## config.mk

```make
export PLATFORM = sky130hd
export DESIGN_NAME = bram_sd_seq
export DESIGN_NICKNAME = d
export VERILOG_FILES = /design/src/rtl/bram_sd_seq.sv
export SDC_FILE = /design/constraint.sdc
export NUM_CORES = 1
export LEC_CHECK = 0
export BUFFER_PORTS_ARGS = -buffer_cell sky130_fd_sc_hd__buf_2
export CELL_PAD_IN_SITES_DETAIL_PLACEMENT = 1
export CELL_PAD_IN_SITES_GLOBAL_PLACEMENT = 1
export CORE_MARGIN = 5
export CORE_UTILIZATION = 30
export CTS_BUF_LIST = sky130_fd_sc_hd__clkbuf_8 sky130_fd_sc_hd__clkbuf_16
export DETAILED_ROUTE_END_ITERATION = 6
export PLACE_DENSITY = 0.64
export SLEW_MARGIN = 20
export SYNTH_ARGS = -nofsm -noshare
export SYNTH_HDL_FRONTEND = slang
export SYNTH_SLANG_ARGS = --single-unit
```

## constraint.sdc

```tcl
create_clock -name clk_sys -period 2.3 [get_ports clk_sys]
set_input_delay 0.115 -clock clk_sys [delete_from_list [all_inputs] [get_ports clk_sys]]
set_output_delay 0.115 -clock clk_sys [all_outputs]
set_load 0.05 [all_outputs]
```

## src/rtl/bram_sd_seq.sv

```systemverilog
// bram_sd_seq: walks the 512-byte sectors of one save slot between cartridge
// BRAM and the HPS SD sector interface, one sd_rd/sd_wr strobe per sector.
// Tracks BRAM dirtiness and aborts cleanly when a new ROM download starts.
// Optional feature: define BKSEQ_AUTOSAVE_EN to let autosave_req start a save
// of dirty BRAM while idle.
module bram_sd_seq #(
  parameter int SECTOR_BITS = 7,
  parameter int SLOT_BITS   = 2
) (
  input  logic                 clk_sys,
  input  logic                 reset_n,
  input  logic                 download,
  input  logic                 img_mounted,
  input  logic                 img_readonly,
  input  logic                 img_size_nz,
  input  logic                 load_req,
  input  logic                 save_req,
  input  logic [SLOT_BITS-1:0] slot,
  input  logic                 sd_ack,
  input  logic                 bram_wr,
  input  logic                 autosave_req,
  output logic [31:0]          sd_lba,
  output logic                 sd_rd,
  output logic                 sd_wr,
  output logic                 bk_ena,
  output logic                 busy,
  output logic                 loading,
  output logic                 dirty,
  output logic                 done
);

  typedef enum logic [1:0] {S_IDLE, S_LOAD, S_SAVE} state_t;

  state_t      state_q, state_d;
  logic [31:0] lba_q, lba_d;
  logic        rd_q, rd_d, wr_q, wr_d;
  logic        loading_q, loading_d;
  logic        dirty_q, dirty_d;
  logic        sticky_q, sticky_d;   // bram_wr seen since the current save was accepted
  logic        done_q, done_d;
  logic        bk_q, bk_d;

  logic        load_s1_q, load_s2_q, save_s1_q, save_s2_q;
  logic        ack_s1_q, ack_s2_q, dl_q;
  logic        load_rise, save_rise, ack_rise, ack_fall, dl_rise, bk_set;
  logic [31:0] lba_base;

  assign load_rise = load_s1_q & ~load_s2_q;
  assign save_rise = save_s1_q & ~save_s2_q;
  assign ack_rise  = ack_s1_q & ~ack_s2_q;
  assign ack_fall  = ~ack_s1_q & ack_s2_q;
  assign dl_rise   = download & ~dl_q;
  assign bk_set    = download & img_mounted & img_size_nz & ~img_readonly;

  // First sector of the selected slot; the low sector field starts at zero.
  assign lba_base  = {{(32-SLOT_BITS-SECTOR_BITS){1'b0}}, slot, {SECTOR_BITS{1'b0}}};

`ifdef BKSEQ_AUTOSAVE_EN
  logic auto_s1_q, auto_s2_q, auto_rise;
  assign auto_rise = auto_s1_q & ~auto_s2_q;

  // Autosave trigger edge detector.
  always_ff @(posedge clk_sys or negedge reset_n) begin
    if (!reset_n) begin
      auto_s1_q <= 1'b0;
      auto_s2_q <= 1'b0;
    end else begin
      auto_s1_q <= autosave_req;
      auto_s2_q <= auto_s1_q;
    end
  end
`else
  logic unused_autosave;
  assign unused_autosave = autosave_req;
`endif

  // Register request/ack levels once and keep the previous sample for edge detection.
  always_ff @(posedge clk_sys or negedge reset_n) begin
    if (!reset_n) begin
      load_s1_q <= 1'b0;
      load_s2_q <= 1'b0;
      save_s1_q <= 1'b0;
      save_s2_q <= 1'b0;
      ack_s1_q  <= 1'b0;
      ack_s2_q  <= 1'b0;
      dl_q      <= 1'b0;
    end else begin
      load_s1_q <= load_req;
      load_s2_q <= load_s1_q;
      save_s1_q <= save_req;
      save_s2_q <= save_s1_q;
      ack_s1_q  <= sd_ack;
      ack_s2_q  <= ack_s1_q;
      dl_q      <= download;
    end
  end

  // State and output registers.
  always_ff @(posedge clk_sys or negedge reset_n) begin
    if (!reset_n) begin
      state_q   <= S_IDLE;
      lba_q     <= '0;
      rd_q      <= 1'b0;
      wr_q      <= 1'b0;
      loading_q <= 1'b0;
      dirty_q   <= 1'b0;
      sticky_q  <= 1'b0;
      done_q    <= 1'b0;
      bk_q      <= 1'b0;
    end else begin
      state_q   <= state_d;
      lba_q     <= lba_d;
      rd_q      <= rd_d;
      wr_q      <= wr_d;
      loading_q <= loading_d;
      dirty_q   <= dirty_d;
      sticky_q  <= sticky_d;
      done_q    <= done_d;
      bk_q      <= bk_d;
    end
  end

  // Next-state: image enable, dirty tracking and the sector walk.
  always_comb begin
    state_d   = state_q;
    lba_d     = lba_q;
    rd_d      = rd_q;
    wr_d      = wr_q;
    loading_d = loading_q;
    dirty_d   = dirty_q;
    sticky_d  = sticky_q;
    done_d    = 1'b0;
    bk_d      = bk_q;

    // A mount in the same cycle as the download edge keeps the image enabled.
    if (bk_set)       bk_d = 1'b1;
    else if (dl_rise) bk_d = 1'b0;

    // During LOAD the BRAM writes are the image itself, not user changes.
    if (bram_wr && state_q != S_LOAD) dirty_d = 1'b1;
    if (bram_wr && state_q == S_SAVE) sticky_d = 1'b1;

    case (state_q)
      S_IDLE: begin
        if (bk_q && load_rise) begin
          state_d   = S_LOAD;
          lba_d     = lba_base;
          rd_d      = 1'b1;
          loading_d = 1'b1;
        end else if (bk_q && save_rise) begin
          state_d   = S_SAVE;
          lba_d     = lba_base;
          wr_d      = 1'b1;
          sticky_d  = 1'b0;
        end
`ifdef BKSEQ_AUTOSAVE_EN
        else if (bk_q && dirty_q && auto_rise) begin
          state_d   = S_SAVE;
          lba_d     = lba_base;
          wr_d      = 1'b1;
          sticky_d  = 1'b0;
        end
`endif
      end
      S_LOAD, S_SAVE: begin
        if (dl_rise) begin
          // New ROM: drop the transfer; BRAM contents no longer match anything.
          state_d   = S_IDLE;
          rd_d      = 1'b0;
          wr_d      = 1'b0;
          loading_d = 1'b0;
          dirty_d   = 1'b0;
          sticky_d  = 1'b0;
        end else if (ack_rise) begin
          rd_d = 1'b0;
          wr_d = 1'b0;
        end else if (ack_fall) begin
          if (&lba_q[SECTOR_BITS-1:0]) begin
            state_d   = S_IDLE;
            loading_d = 1'b0;
            done_d    = 1'b1;
            dirty_d   = (state_q == S_SAVE) ? (sticky_q | bram_wr) : 1'b0;
          end else begin
            lba_d = lba_q + 32'd1;
            rd_d  = (state_q == S_LOAD);
            wr_d  = (state_q == S_SAVE);
          end
        end
      end
      default: state_d = S_IDLE;
    endcase
  end

  assign sd_lba  = lba_q;
  assign sd_rd   = rd_q;
  assign sd_wr   = wr_q;
  assign bk_ena  = bk_q;
  assign busy    = (state_q != S_IDLE);
  assign loading = loading_q;
  assign dirty   = dirty_q;
  assign done    = done_q;

endmodule
```

Word level (Yosys, flattened, before mapping)

Index checks and enable logic that the tools add are counted.

Register bits after elaboration: 48
Input port bits: 13
Output and inout bits: 39
Logic and storage cells: 114

$add $sub $neg: 1
Eq/ne operators: 16
Multiplexer cells: 51
Bitwise gates (word level): 15
Reductions and logical operators: 15

Operators with widths:

| kind                  | count |
|---|---|
| $mux 32               | 6 |
| $pmux 32 s2           | 1 |
| $mux 1                | 33 |
| $add 32x1->32 const B | 1 |
| $ne 2x2->1 const B    | 7 |
| $mux 2                | 6 |
| $ne 3x3->1 const B    | 4 |
| $reduce_and 5->1      | 2 |
| $and 1x1->1           | 8 |
| $ne 4x4->1 const B    | 2 |
| $pmux 1 s2            | 4 |
| $reduce_and 4->1      | 2 |
| $reduce_and 7->1      | 1 |
| $not 1->1             | 6 |
| $reduce_and 6->1      | 1 |
| $reduce_bool 2->1     | 3 |
| $logic_and 1x1->1     | 4 |
| $pmux 2 s2            | 1 |
| $eq 2x1->1 const B    | 1 |
| $eq 2x2->1 const B    | 1 |
| $logic_not 2->1       | 1 |
| $ne 2x1->1 const B    | 1 |
| $reduce_or 2->1       | 1 |
| $or 1x1->1            | 1 |

Depth between registers and ports, before layout

Gate-level depths: netlist of run 1.

Depth after elaboration: 8
Depth in mapped cells: 9
Mapped depth without buffers: 7

Worst setup path before layout of run 1

Ideal clock, no wire load.

Path kind: register to register
Start point: register lba_q[2], in the netlist sd_lba[2]
End point: register lba_q[31], in the netlist sd_lba[31]
Library setup time: 0.078 ns
Data arrival time: 2.240 ns
Data required time: 2.222 ns
Path slack: -0.018 ns
Stages on the path, launching flop included: 7
Buffers on the path: 1
Path through: dfrtp_1 -> and4_4 -> nand4_4 -> a211o_4 -> buf_6 -> or4_1 -> a21oi_1

Word-level cells in the longest chain between the ends: 6
Elaborated cells between the ends (all ways): 9
Classes of those cells: add/sub (1); eq/ne (1); mux (5); reduce/logical (2)

RTL lines:

| element                | RTL line | RTL |
|---|---|---|
| from (decl)            | 35       | `logic [31:0] lba_q, lba_d;` |
| from (signal assigned) | 112      | `lba_q <= lba_d;` |
| $add 32x1->32          | 184      | `lba_d = lba_q + 32'd1;` |
| $mux 32                | 178      | `if (&lba_q[SECTOR_BITS-1:0]) begin` |
| $mux 32                | 177      | `end else if (ack_fall) begin` |
| $mux 32                | 174      | `end else if (ack_rise) begin` |
| $mux 32                | 166      | `if (dl_rise) begin` |
| $pmux 32 s2            | 143      | `case (state_q)` |

Several ways; a longest one is shown, not always the timed one. The select of a mux whose other input is x is not followed.
A chain may end at the register's enable or synchronous reset.

Worst setup path in the final report of run 1

Start point: register state_q[0]
End point: register lba_q[17], in the netlist sd_lba[17]

Word-level cells in the longest chain between the ends: 4
Elaborated cells between the ends (all ways): 12
Classes of those cells: eq/ne (7); mux (1); reduce/logical (4)

RTL lines:

| element                                                          | RTL line | RTL |
|---|---|---|
| from (decl)                                                      | 34       | `state_t state_q, state_d;` |
| from (signal assigned)                                           | 111      | `state_q <= state_d;` |
| $eq 2x2->1 or $eq 2x1->1 (tied branches)                         | 143      |  |
| $reduce_or 2->1                                                  | 143      |  |
| $ne 2x2->1 (no source line) or $reduce_bool 2->1 (tied branches) | --       |  |
| $reduce_and 6->1 (no source line)                                | --       |  |

Several ways; a longest one is shown, not always the timed one.

==> impl_metrics.yaml, run 1 <==
status:
  status: "finished, final reports clean"
clocking:
  cts_tree: "done"
  clockRootBuffer: "clkbuf_8"
  cts_sinks: 48
  htree_levels: 2
  cts_buffer_depth: 2
  clk_pin_slew_ns: 0.10
  cts_buffers: 5
  clock_latency_ns: 0.30
  cts_setup_buffers: 0
sta:
  setup-violations-final: 0
  hold_viol: 0
  fin_crit_sh_pct: 91.5
  slew_headroom_pct: 57.7
  timing.final.ws_setup_ns: 0.195
  fin_crit_ns: 2.11
  max_slew.worst_pin.slew_ns: 0.634
  finalMaxSlewViolations: 0
  fmax_mhz: 475
  fin_tns_setup_ns: 0
  rsz0062_at_grt: "false"
  clock_skew_ns: 0.0148
global_route:
  antenna_found_initial: 0
  grt_remaining_overflow: 0
  grt_use_total_pct: 13.2
  grt_pass1_vias: 2180
  grt_pass1_wl_um: 10700
  grt_max_degree: 49
yosys:
  yosysTopAreaCell: "dfrtp_1"
  synth_edf_count: 0
  synth.yosys.seq_area_share_pct: 51.0
  synthFlopType: "dfrtp_1"
  synth_most_common_cell: "dfrtp_1"
  syn_nets: 250
  syn_inst: 229
  syn_area_sq_um: 2350
  yosys_warnings: 0
  avgSynthCellArea_sq_um: 10.3
  ys_top_cells_by_area: "dfrtp_1 51%, ha_1 4.3%, nand2_1 4.0%"
  yosysUniqueCellTypes: 44
  synthArstFlopShare_pct: 100
  synth_top_area_share_pct: 51.0
  synth_common_cells: "48 x dfrtp_1, 25 x nand2_1, 18 x a21oi_1, 12 x and2_1, 10 x or4_1"
  ys_ff_latch: 48
worst_setup_path:
  crit_type: "reg -> reg"
  required_ns: 2.49
  cp_max_fo: 25
  cp-start-kind: "flip-flop"
  r2r-end: "sd_lba[17]$_DFFE_PN0P_"
  r2r_slack_ns: 0.19
  r2r_cells: 7
  cp.arrival_ns: 2.30
  cp-end-kind: "flip-flop"
  r2r_start: "state_q[0]$_DFFE_PN0P_"
pwr:
  powerDensity_nw_per_um2: 1130
  vdd_ir_drop_max_uv: 323
  leakagePower_nw: 1.44
layout:
  drive_gt1_share_pct: 28.4
  final_cell_area_sq_um: 3020
  antennaDiodeCount: 0
  nNetsFinal: 319
  syn_to_final_growth_pct: 28.2
drt:
  first_iter_violations: 79
  vias: 2043
  drcViolationCount: 0
  wl_per_cell_um: 15.6
  dr.pass1.iters: 4
  antenna_left: 0
  routed_wl_um: 6240
  via_per_inst: 5.09
placement:
  numPortBuffers: 50
  dpl.hpwl_um: 4630
  gp_congestion: 0.777
  dp_slack_ns: 0.116
  post_dp_cell_area_sq_um: 2820
worst_hold_path:
  hold_depth: 3
  min_to: "sd_lba[8]$_DFFE_PN0P_"
  min_from: "slot[1]"
  hold_path_class: "in -> reg"
floorplan:
  coreArea_sq_um: 7690
  rows: 32
  die_h_um: 98.6
  io_pins: 52
  die_w_um: 98.6
  fp.dieArea_sq_um: 9720
  start_util_pct: 30.6
flow_run:
  max_cap_violations: 0
[worst max-delay path by stage]
| stage | end | startpoint | slack, ns |
|---|---|---|---|
| finish | sd_lba[17]$_DFFE_PN0P_ | state_q[0]$_DFFE_PN0P_ | 0.19 |
| global route | sd_lba[17]$_DFFE_PN0P_ | state_q[0]$_DFFE_PN0P_ | 0.06 |
| CTS | sd_lba[17]$_DFFE_PN0P_ | state_q[0]$_DFFE_PN0P_ | 0.08 |
| detailed placement | sd_lba[17]$_DFFE_PN0P_ | state_q[0]$_DFFE_PN0P_ | 0.12 |
| global placement | sd_lba[17]$_DFFE_PN0P_ | state_q[0]$_DFFE_PN0P_ | 0.17 |
| floorplan | sd_lba[31]$_DFFE_PN0P_ | sd_lba[13]$_DFFE_PN0P_ | 0.003 |
[critical path, cell delays in order (launching register included)]
cell     delay, ns
dfrtp_1       0.42
inv_1         0.12
ha_2          0.34
nor2_2        0.16
a41oi_2       0.06
buf_12        0.19
or4_1         0.54
mux2i_1       0.14
[area by class of cell]
class | count | area (sq um)
clock buffer | 5 | 68.8
clock inverter | 3 | 68.8
fill | 914 | 4670
inverter | 9 | 33.8
multi-input combinational | 163 | 1080
sequential | 48 | 1200
tap | 102 | 128
timing repair buffer | 71 | 433
[power by group]
group	total, W	internal (W)	switching [W]
Combinational	0.00155	0.000477	0.00107
Clock	0.000744	0.000438	0.000306
Sequential	0.00112	0.000985	0.000130
[kinds of logic after synthesis]
family	synth area share, %
AOI/OAI and AO/OA	15.5
and+or+nand+nor	22.9
buffers and inverters	3.30
DFF	51.0
muxes	3.03
adders and majority gates	4.25
[timing repair]
item	CTS	global route
endpoints found under the setup margin	0	2
resized for setup	0	2
hold buffers	5	0
endpoints found under the hold margin	52	0
[routing by layer]
| layer | wire [um] | vias up | GRT usage (%) |
|---|---|---|---|
| met1 | 2920 | 1014 | 17.2 |
| met4 | 21 | 0 | 2.10 |
| met3 | 306 | 4 | 3.11 |
| li1 | - | 980 | - |
| met2 | 2990 | 45 | 22.9 |
| met5 | 0 | - | 0 |
[cells in the final DEF (no fill, tap or decap), types with 2 or more instances in the layout]
| cell type | netlist | final |
|---|---|---|
| clkbuf_8 | 0 | 5 |
| o31ai_1 | 8 | 8 |
| a211oi_1 | 2 | 2 |
| buf_4 | 0 | 15 |
| or4_1 | 10 | 10 |
| bufinv_16 | 0 | 2 |
| nor3_1 | 3 | 3 |
| nand4b_1 | 2 | 2 |
| dfrtp_1 | 48 | 45 |
| o21ai_0 | 9 | 9 |
| and2_1 | 12 | 12 |
| nand3_1 | 9 | 9 |
| nor2_1 | 8 | 7 |
| ha_1 | 8 | 7 |
| a41oi_1 | 3 | 3 |
| buf_2 | 2 | 50 |
| a21oi_1 | 18 | 18 |
| inv_1 | 9 | 9 |
| nor2b_1 | 3 | 3 |
| nand4_1 | 5 | 5 |
| dfrtp_2 | 0 | 3 |
| mux2i_1 | 6 | 6 |
| dlygate4sd3_1 | 0 | 5 |
| nand2b_1 | 8 | 8 |
| a41o_1 | 2 | 2 |
| nor4_1 | 2 | 2 |
| nand2_1 | 25 | 25 |
[through the flow]
stage / hold slack [ns] / power [W] / std cells / util [%]
floorplan: -0.181 / 0.00216 / 229 / -
global placement: 0.226 / 0.00263 / 388 / 36.7
detailed placement: 0.226 / 0.00268 / 388 / 36.7
CTS: 0.0161 / 0.00344 / 401 / 39.2
global route: 0.0226 / 0.00365 / 401 / 39.2
finish: 0.0196 / 0.00341 / 401 / 39.2
[registers in the layout (all words and copies together), names as in the netlist]
name and cells:
dirty 1, done 1, load_s2_q 1, save_s1_q 1, ack_s1_q 1, sd_rd 1, load_s1_q 1, loading 1
ack_s2_q 1, sd_wr 1, dl_q 1, sd_lba 32, save_s2_q 1, bk_ena 1, sticky_q 1, state_q 2
Note: power is estimated with default switching activity, not from simulation.
==> run 2, diff against run 1 <==
==> constraint.sdc (replaced) <==
create_clock -name clk_sys -period 2.3 [get_ports clk_sys]
set_input_delay 0.115 -clock clk_sys [delete_from_list [all_inputs] [get_ports clk_sys]]
set_output_delay 0.115 -clock clk_sys [all_outputs]
set_load 0.1 [all_outputs]
==> impl_metrics.yaml, run 2 (synthesis gave the netlist of run 1 again) <==
floorplan:
  die_w_um: 98.6
  io_pins: 52
  start_util_pct: 30.6
  rows: 32
  coreArea_sq_um: 7690
  die_h_um: 98.6
  fp.dieArea_sq_um: 9720
layout:
  antennaDiodeCount: 0
  fin_util_pct: 39.2
  drive_gt1_share_pct: 33.9
  final_cell_mix: "50 x buf_2, 27 x dfrtp_1, 25 x nand2_1"
  nNetsFinal: 315
  final_common_cell: "buf_2"
  largest_reg_flops: 32
  syn_to_final_growth_pct: 28.1
sta:
  timing.final.ws_setup_ns: 0.206
  slew_headroom_pct: 55.8
  holdWs_ns: 0.0214
  fmax_mhz: 478
  hold_viol: 0
  setup-violations-final: 0
  max_slew.worst_pin.slew_ns: 0.662
  rsz0062_at_grt: "false"
  clock_skew_ns: 0.0124
  fin_crit_sh_pct: 91.0
  fin_crit_ns: 2.09
  finalMaxSlewViolations: 0
drt:
  wl_per_cell_um: 16.2
  antenna_left: 0
  routed_wl_um: 6420
  via_per_inst: 5.07
  dr.pass1.iters: 4
  drcViolationCount: 0
  vias: 2012
  first_iter_violations: 51
worst_setup_path:
  required_ns: 2.50
  cp-start-kind: "flip-flop"
  crit_type: "reg -> reg"
  cp.arrival_ns: 2.29
  cp_max_fo: 25
  cp-end-kind: "flip-flop"
global_route:
  antenna_found_initial: 0
  grt_max_degree: 28
  grt_pass1_wl_um: 11000
  grt_remaining_overflow: 0
  grt_pass1_vias: 2164
  grt_use_total_pct: 13.8
pwr:
  powerDensity_nw_per_um2: 1250
  finalPower_w: 0.00378
  leakagePower_nw: 1.38
  vdd_ir_drop_max_uv: 398
clocking:
  clockRootBuffer: "clkbuf_8"
  htree_levels: 2
  cts_tree: "done"
  clock_latency_ns: 0.31
  clk_pin_slew_ns: 0.09
  cts_buffer_depth: 2
  cts_sinks: 48
  cts_buffers: 5
  cts_setup_buffers: 0
placement:
  gp_congestion: 0.786
  dpl.hpwl_um: 4680
  dp_slack_ns: 0.141
  numPortBuffers: 50
status:
  status: "finished, final reports clean"
flow_run:
  max_cap_violations: 0
worst_hold_path:
  hold_path_class: "in -> reg"
-- run 2: cell type report --
type	instances	area (sq um)
Fill cell	914	4670
Sequential cell	48	1230
Multi-Input combinational cell	163	1090
Timing Repair Buffer	67	415
Tap cell	102	128
Clock buffer	5	68.8
Clock inverter	3	46.3
Inverter	9	37.5
-- run 2: where the power goes --
group          switching [W]  internal (W)
Sequential          0.000145      0.000996
Combinational        0.00152      0.000468
Clock               0.000320      0.000328
Total                0.00199       0.00179
-- run 2: layer usage --
metal	GRT usage (%)	vias to the layer above	routed length (um)	share of wire [%]
met3	3.26	4	244	3.8
met2	22.5	38	3080	48
met5	0	-	0	0
met4	3.15	0	44	0.69
met1	18.7	1005	3040	47
li1	-	965	-	-
-- run 2: metrics by stage --
stage	TNS [ns]	area, sq um	instances
global placement	0	2840	384
finish	0	3020	397
detailed placement	0	2840	384
global route	0	3020	397
CTS	0	3010	397
floorplan	-0.203	2390	229
-- run 2: worst max-delay path, cell delays in order (launching register included) --
cell        delay [ns]
dfrtp_1           0.43
inv_1             0.15
ha_4              0.21
clkinvlp_4        0.12
nor2_2            0.15
a41oi_2           0.06
buf_12            0.19
or4_1             0.54
mux2i_1           0.13
-- run 2: path summary, 6_finish.rpt --
check,start,endpoint,slack [ns],cells after the start
worst min register to register,save_s1_q$_DFF_PN0_,save_s2_q$_DFF_PN0_,0.39,0
worst max-delay path,state_q[0]$_DFFE_PN0P_,sd_lba[17]$_DFFE_PN0P_,0.21,8
min in group asynchronous,reset_n,sd_lba[29]$_DFFE_PN0P_,0.33,2
worst min-delay path,slot[1],sd_lba[8]$_DFFE_PN0P_,0.02,3
worst max register to register,state_q[0]$_DFFE_PN0P_,sd_lba[17]$_DFFE_PN0P_,0.21,8
max in group asynchronous,reset_n,sd_lba[11]$_DFFE_PN0P_,1.41,3
-- run 2: what timing repair did --
item | in CTS | in global routing
endpoints found under the setup margin | 0 | 2
resized for setup | 0 | 1
hold buffers | 5 | 0
endpoints found under the hold margin | 25 | 0
